## src/rtl/run_length_serializer.sv

```systemverilog
// Run-length serializer: turns (bit, length) commands into a single-bit stream w
// and carries a reference model of an N-identical-samples detector (z_exp).
// Optional macro RLS_PRBS_IDLE_EN: idle fill from a 7-bit LFSR instead of IDLE_BIT.
//
// Handshake: a command transfers on a rising edge where cmd_valid && cmd_ready;
// cmd_bit/cmd_len are sampled only then, and a stalled offer must be held stable.
module run_length_serializer #(
    parameter int unsigned LEN_W      = 4,
    parameter int unsigned RUN_THRESH = 4,
    parameter logic        IDLE_BIT   = 1'b0
) (
    input  logic             clk,
    input  logic             reset,
    input  logic             cmd_valid,
    output logic             cmd_ready,
    input  logic             cmd_bit,
    input  logic [LEN_W-1:0] cmd_len,
    output logic             w,
    output logic             w_valid,
    output logic             busy,
    output logic [3:0]       run_cnt,
    output logic             z_exp,
    output logic             dbg_state
);

    typedef enum logic {
        S_IDLE  = 1'b0,
        S_SHIFT = 1'b1
    } state_t;

    localparam logic [3:0] THRESH = 4'(RUN_THRESH);

    state_t           r_state;
    logic [LEN_W-1:0] r_rem;
    logic             r_bit;
    logic             r_w_valid;
    logic             r_busy;
    logic             r_ready;
    logic             r_last_w;
    logic [3:0]       r_run;
    logic             w_accept;
    logic             w_load;
    logic             w_stream;

    assign w_accept = cmd_valid && r_ready;
    assign w_load   = w_accept && (cmd_len != '0);

    // A zero-length command is consumed like any other but never loads.
    always_ff @(posedge clk or posedge reset) begin
        if (reset) begin
            r_state   <= S_IDLE;
            r_rem     <= '0;
            r_bit     <= IDLE_BIT;
            r_w_valid <= 1'b0;
            r_busy    <= 1'b0;
            r_ready   <= 1'b1;
        end else begin
            case (r_state)
                S_IDLE: begin
                    if (w_load) begin
                        r_state   <= S_SHIFT;
                        r_rem     <= cmd_len;
                        r_bit     <= cmd_bit;
                        r_w_valid <= 1'b1;
                        r_busy    <= 1'b1;
                        r_ready   <= (cmd_len == LEN_W'(1));
                    end
                end
                S_SHIFT: begin
                    if (r_rem != LEN_W'(1)) begin
                        r_rem   <= r_rem - LEN_W'(1);
                        r_ready <= (r_rem == LEN_W'(2));
                    end else if (w_load) begin
                        r_rem   <= cmd_len;
                        r_bit   <= cmd_bit;
                        r_ready <= (cmd_len == LEN_W'(1));
                    end else begin
                        r_state   <= S_IDLE;
                        r_rem     <= '0;
                        r_bit     <= IDLE_BIT;
                        r_w_valid <= 1'b0;
                        r_busy    <= 1'b0;
                        r_ready   <= 1'b1;
                    end
                end
                default: begin
                    r_state <= S_IDLE;
                end
            endcase
        end
    end

`ifdef RLS_PRBS_IDLE_EN
    logic [6:0] r_lfsr;

    // x^7 + x^6 + 1; only steps while idle so the fill sequence resumes after a command.
    always_ff @(posedge clk or posedge reset) begin
        if (reset) begin
            r_lfsr <= 7'h7F;
        end else if (r_state == S_IDLE) begin
            r_lfsr <= {r_lfsr[5:0], r_lfsr[6] ^ r_lfsr[5]};
        end
    end

    assign w_stream = r_busy ? r_bit : r_lfsr[0];
`else
    assign w_stream = r_bit;
`endif

    // Reference detector samples the emitted stream, idle fill included.
    always_ff @(posedge clk or posedge reset) begin
        if (reset) begin
            r_run    <= 4'd0;
            r_last_w <= IDLE_BIT;
        end else begin
            if ((r_run != 4'd0) && (w_stream == r_last_w)) begin
                r_run <= (r_run >= THRESH) ? THRESH : r_run + 4'd1;
            end else begin
                r_run <= 4'd1;
            end
            r_last_w <= w_stream;
        end
    end

    assign cmd_ready = r_ready;
    assign w         = w_stream;
    assign w_valid   = r_w_valid;
    assign busy      = r_busy;
    assign run_cnt   = r_run;
    assign z_exp     = (r_run == THRESH);
    assign dbg_state = (r_state == S_SHIFT);

endmodule

```

## config.mk

```make
export PLATFORM = sky130hd
export DESIGN_NAME = run_length_serializer
export DESIGN_NICKNAME = d
export VERILOG_FILES = /design/src/rtl/run_length_serializer.sv
export SDC_FILE = /design/constraint.sdc
export NUM_CORES = 1
export LEC_CHECK = 0
export BUFFER_PORTS_ARGS = -buffer_cell sky130_fd_sc_hd__buf_2
export CAP_MARGIN = 5
export CORE_UTILIZATION = 50
export DETAILED_ROUTE_END_ITERATION = 6
export GPL_ROUTABILITY_DRIVEN = 0
export HOLD_SLACK_MARGIN = 0.12
export PLACE_DENSITY = 0.75
export RECOVER_POWER = 25
export SYNTH_ARGS = -nofsm -noshare
export SYNTH_HDL_FRONTEND = slang
export SYNTH_SLANG_ARGS = --single-unit
export TNS_END_PERCENT = 100
```

## constraint.sdc

```tcl
create_clock -name clk -period 2 [get_ports clk]
set_input_delay 0.1 -clock clk [delete_from_list [all_inputs] [get_ports clk]]
set_output_delay 0.1 -clock clk [all_outputs]
set_load 0.005 [all_outputs]
```

After elaboration in Yosys (flattened, before gate mapping). Index checks and enable logic that the tools add are counted. Widths: inputs -> output; s select.

Register bits: 13. Bits of input ports: 8.

Add/subtract/negate cells: 2. Order comparisons: 1. Equal/unequal tests: 8. Multiplexer cells: 21. Bitwise gates (word level): 1. Reductions and logical operators: 7.

Operators by type and width (number): $mux 4 (5); $mux 1 (11); $pmux 1 s2 (4); $pmux 4 s2 (1); $reduce_bool 4->1 (2); $ne 2x2->1 const B (3); $add 4x1->4 const B (1); $eq 4x1->1 const B (1); $eq 4x2->1 const B (1); $eq 4x3->1 const B (1); $ge 4x3->1 const B (1); $ne 4x1->1 const B (1); $sub 4x1->4 const B (1); $logic_and 1x1->1 (3); $reduce_and 3->1 (1); $reduce_and 2->1 (1); $eq 1x1->1 (1); $not 1->1 (1).

Longest topological paths before layout.
Depth in word-level cells: 5. Depth in mapped cells: 5. Gate-level depth less buffers: 5.

Worst setup path before layout. Ideal clock, no wire load.

Path type: register to register. Start: register r_rem[1]. End: register r_rem[3]. Setup time: 0.126 ns. Data arrival time: 1.491 ns. Data required time: 1.874 ns. Setup slack: 0.383 ns. Cell stages (with the launch flop): 6. Buffers on the path: 0. Cells stage by stage: dfrtp_1 inv_1 ha_1 nor3b_1 nor3_1 a311o_1.

Longest elaborated chain between the ends: 3. Elaborated cells between the ends (all ways): 4. Classes of those cells: add/sub: 1; eq/ne: 1; mux: 2.

Ends and longest elaborated chain: start, declared (line 34) `logic [LEN_W-1:0] r_rem;`; start signal, assigned (line 62) `r_rem <= cmd_len;`; start signal, assigned (line 71) `r_rem <= r_rem - LEN_W'(1);`; start signal, assigned (line 74) `r_rem <= cmd_len;`; $sub 4x1->4 or $ne 4x1->1 (tied branches) (line 71, 70); $mux 4 (*) (line 70) `if (r_rem != LEN_W'(1)) begin`; $pmux 4 s2 (*) (line 58) `case (r_state)`.

Every way passes the cells marked *; elsewhere a longest branch is shown, timed or not. A chain may end at the register's enable or synchronous reset.

Worst setup path after layout.
Start: register r_rem[1]. End: register r_bit (netlist: w).

Longest elaborated chain between the ends: 3.

Ends and longest elaborated chain: $ne 4x1->1 (line 70); $ne 2x2->1 (no line); $reduce_and 2->1 (no line); end signal, assigned (line 63) `r_bit <= cmd_bit;`; end signal, assigned (line 75) `r_bit <= cmd_bit;`; end, declared (line 35) `logic r_bit;`.

Every way passes these cells.

==> summary.txt <==
Outcome
  • Outcome: finished, final reports clean

Synth
  • Post-Syn Area: 776 sq um
  • Mapped Cells: approximately 80
  • Prevailing post-synth register cell: dfrtp_1
  • Synth Area per Inst: 9.82 sq um
  • Sequential fraction of the synthesis area: 0.421
  • Synth area leaders: dfrtp_1, ha_1, dfstp_2
  • Async set or reset register ratio after synthesis: 1.00
  • Unique masters post-synth: 40
  • Number of nets produced by synthesis: 92
  • Largest area contributor in the synthesized netlist: dfrtp_1
  • Seq cells post-synth: 13
  • EDFF count, synth: 0
  • Synth warn: 0
  • Share of Yosys cell area claimed by the top area cell type: 0.387
  • Most frequent cell after synthesis: dfrtp_1
  • Commonest cells post-synth: dfrtp_1, inv_1, ha_1, nand2_1

Timing
  • Fin Setup TNS: 0 ns
  • Final Hold Viols: 0
  • Setup Viol. Count Final: 0
  • RSZ-0062 raised after global routing: no
  • Final worst path period share: 0.866
  • Slew Limit Fails: 0
  • Worst Tran Pin Value: roughly 0.7 ns
  • Max-slew headroom: 0.521
  • Clock Skew: slightly below 0.005 ns
  • Max Freq: 577 MHz
  • Tmin final: 1.73 ns
  • Final WS setup: between 0.2 and 0.3 ns

Drt
  • Vias per cell: approximately 6
  • Vias: roughly 700
  • First-pass detailed-route iteration total: 4
  • WL final: about 1800 microns
  • WL per Instance: about 15 microns
  • Routed Antenna Nets: 0
  • Detailed-route DRC error count: 0
  • DR iter-0 viols: 21

Critical path
  • Launch point of the worst reg-to-reg path: r_rem[1]
  • CP max FO: 5
  • R2r setup slk: between 0.2 and 0.3 ns
  • Worst r2r dst: w
  • Crit path kind: register to register
  • CP Capture Type: register
  • CP required: around 2.2 ns
  • CP startpoint kind: register
  • Worst EP arrival: about 1.9 ns
  • R2R depth: 5

Floorplanning
  • Die Ht: 41.4 microns
  • Starting Density: 0.568
  • I/O pin count: 18
  • Total die area: about 1700 sq um
  • Std-Cell Rows: 13
  • Chip Width: slightly above 40 microns
  • Placeable core region: between 1000 and 1500 sq um

Placement
  • Setup WS pre-CTS: 0.299 ns
  • # port buffers: 17
  • Post-DP HPWL: 1300 microns

Cells and area
  • Filler cells: ~120
  • Final Util: 0.670
  • Synth-to-Final Area Change: 18.1%
  • Total Nets Final: approximately 110
  • Layout cells sized above 1: 0.250
  • ANT cells: 0

Pwr
  • Switching Fraction: 0.415
  • Pwr dens: ~1400 nW/um^2
  • Clk pwr share: 0.131
  • Design Power: 0.00128 W
  • P_leak: about 0.45 nW
  • Seq pwr share: 0.380
  • Peak supply drop: 0.000850 V
  • Combinational Power Share: 0.489
  • NetSw: approximately 0.00053 W
  • Int Pwr: roughly 0.00075 W

Worst hold path
  • Hold path start: cmd_len[1]
  • WHS Path Cells: 3
  • Hold WC Path Type: input port to register
  • WHS Endpoint: r_rem[1]

GRT
  • First-pass GRT wire length: roughly 2800 microns
  • Total grt overflow: 0
  • Largest net degree at the start of global routing: 14
  • Global Route Usage Sum: 0.261
  • Vias in the first global route: a little under 600
  • Initial antenna violation count: 0

CTS
  • Clock latency on the worst-skew pair: about 0.28 ns
  • H-tree depth: 1
  • Clock tree buffer depth: 2
  • CTS buffer count: 3
  • Clock Pin Slew Worst Setup and Hold Paths: roughly 0.090 ns
  • TritonCTS Sinks: 13
  • CTS tree: done
  • CTS resizes: 0
  • Clock Root Buffer: clkbuf_4

Job
  • Max-Cap Viols: 0
## power by group through the flow
stage          Clock [W]  Combinational [W]  Sequential, W
2_1_floorplan          0           0.000431       0.000467
3_3_place_gp           0           0.000599       0.000478
3_5_place_dp           0           0.000618       0.000490
4_1_cts         0.000176           0.000626       0.000484
5_1_grt         0.000188           0.000705       0.000508
6_report        0.000168           0.000626       0.000486
## what timing repair did
action	CTS	global route
endpoints found under the hold margin	12	0
buffers inserted	0	0
hold buffers	1	0
## worst max path at each step
stage | startpoint | to | slack (ns) | cells past startpoint
after CTS | r_rem[1] | w | 0.28 | 5
final | r_rem[1] | w | 0.27 | 5
after detailed placement | r_rem[1] | w | 0.30 | 5
after global placement | r_rem[1] | w | 0.33 | 5
after global routing | r_rem[1] | w | 0.17 | 5
after floorplan | r_rem[1] | r_rem[3] | 0.38 | 5
## layout by cell type (no fill, tap or decap), types with 2 or more instances in the layout
master and instances:
a2111oi_0 2, a21oi_1 3, a311o_1 2, and3_1 2, buf_2 17, buf_4 2, clkbuf_4 3, dfrtp_1 12
ha_1 5, inv_1 6, nand2_1 5, nand2b_1 4, nor2_1 4, nor2b_1 2, o21ai_0 4
## worst max-delay path, stage by stage (launching register included)
cell and delay [ns]:
dfrtp_1 0.43, inv_1 0.09, ha_1 0.22, or3b_1 0.43
and3_1 0.20, a311o_1 0.26
## cell families after synthesis
kind of cell | count (synthesis) | share of synthesized area
other | 1 | 0.00483
AO/OA/AOI/OAI | 20 | 0.192
buffers and inverters | 9 | 0.0500
XOR/XNOR | 1 | 0.0113
AND/OR/NAND/NOR | 29 | 0.227
flip-flops | 13 | 0.421
adder cells (fa/ha/maj) | 5 | 0.0806
multiplexers | 1 | 0.0129
## registers in the layout (all words and copies together) (netlist names)
register and count:
dbg_state 1, run_cnt 4, busy 1, cmd_ready 1, r_rem 4, r_last_w 1, w 1
## routing by layer
metal / track usage / wire length [microns] / vias up
li1: - / - / 334
met1: 0.372 / 845 / 335
met2: 0.340 / 785 / 26
met3: 0.0638 / 82 / 8
met4: 0.177 / 64 / 0
met5: 0 / 0 / -
## layout make-up
type	instances	area (sq um)	area share
well taps	15	18.8	0.0205
repair buffers	20	110	0.120
clock buffers	3	22.5	0.0246
inverters	6	22.5	0.0246
multi-input cells	57	410	0.448
clock inverters	1	5.00	0.00546
flip-flops and latches	13	327	0.357
## through the flow
step                      area [sq um]  hold WS, ns  std cells
final                              916        0.142        115
after global routing               916        0.133        115
after CTS                          916        0.133        115
after detailed placement           878        0.162        110
after global placement             878        0.148        110
after floorplan                    776      -0.0238         79
(Power assumes the default switching activity.)
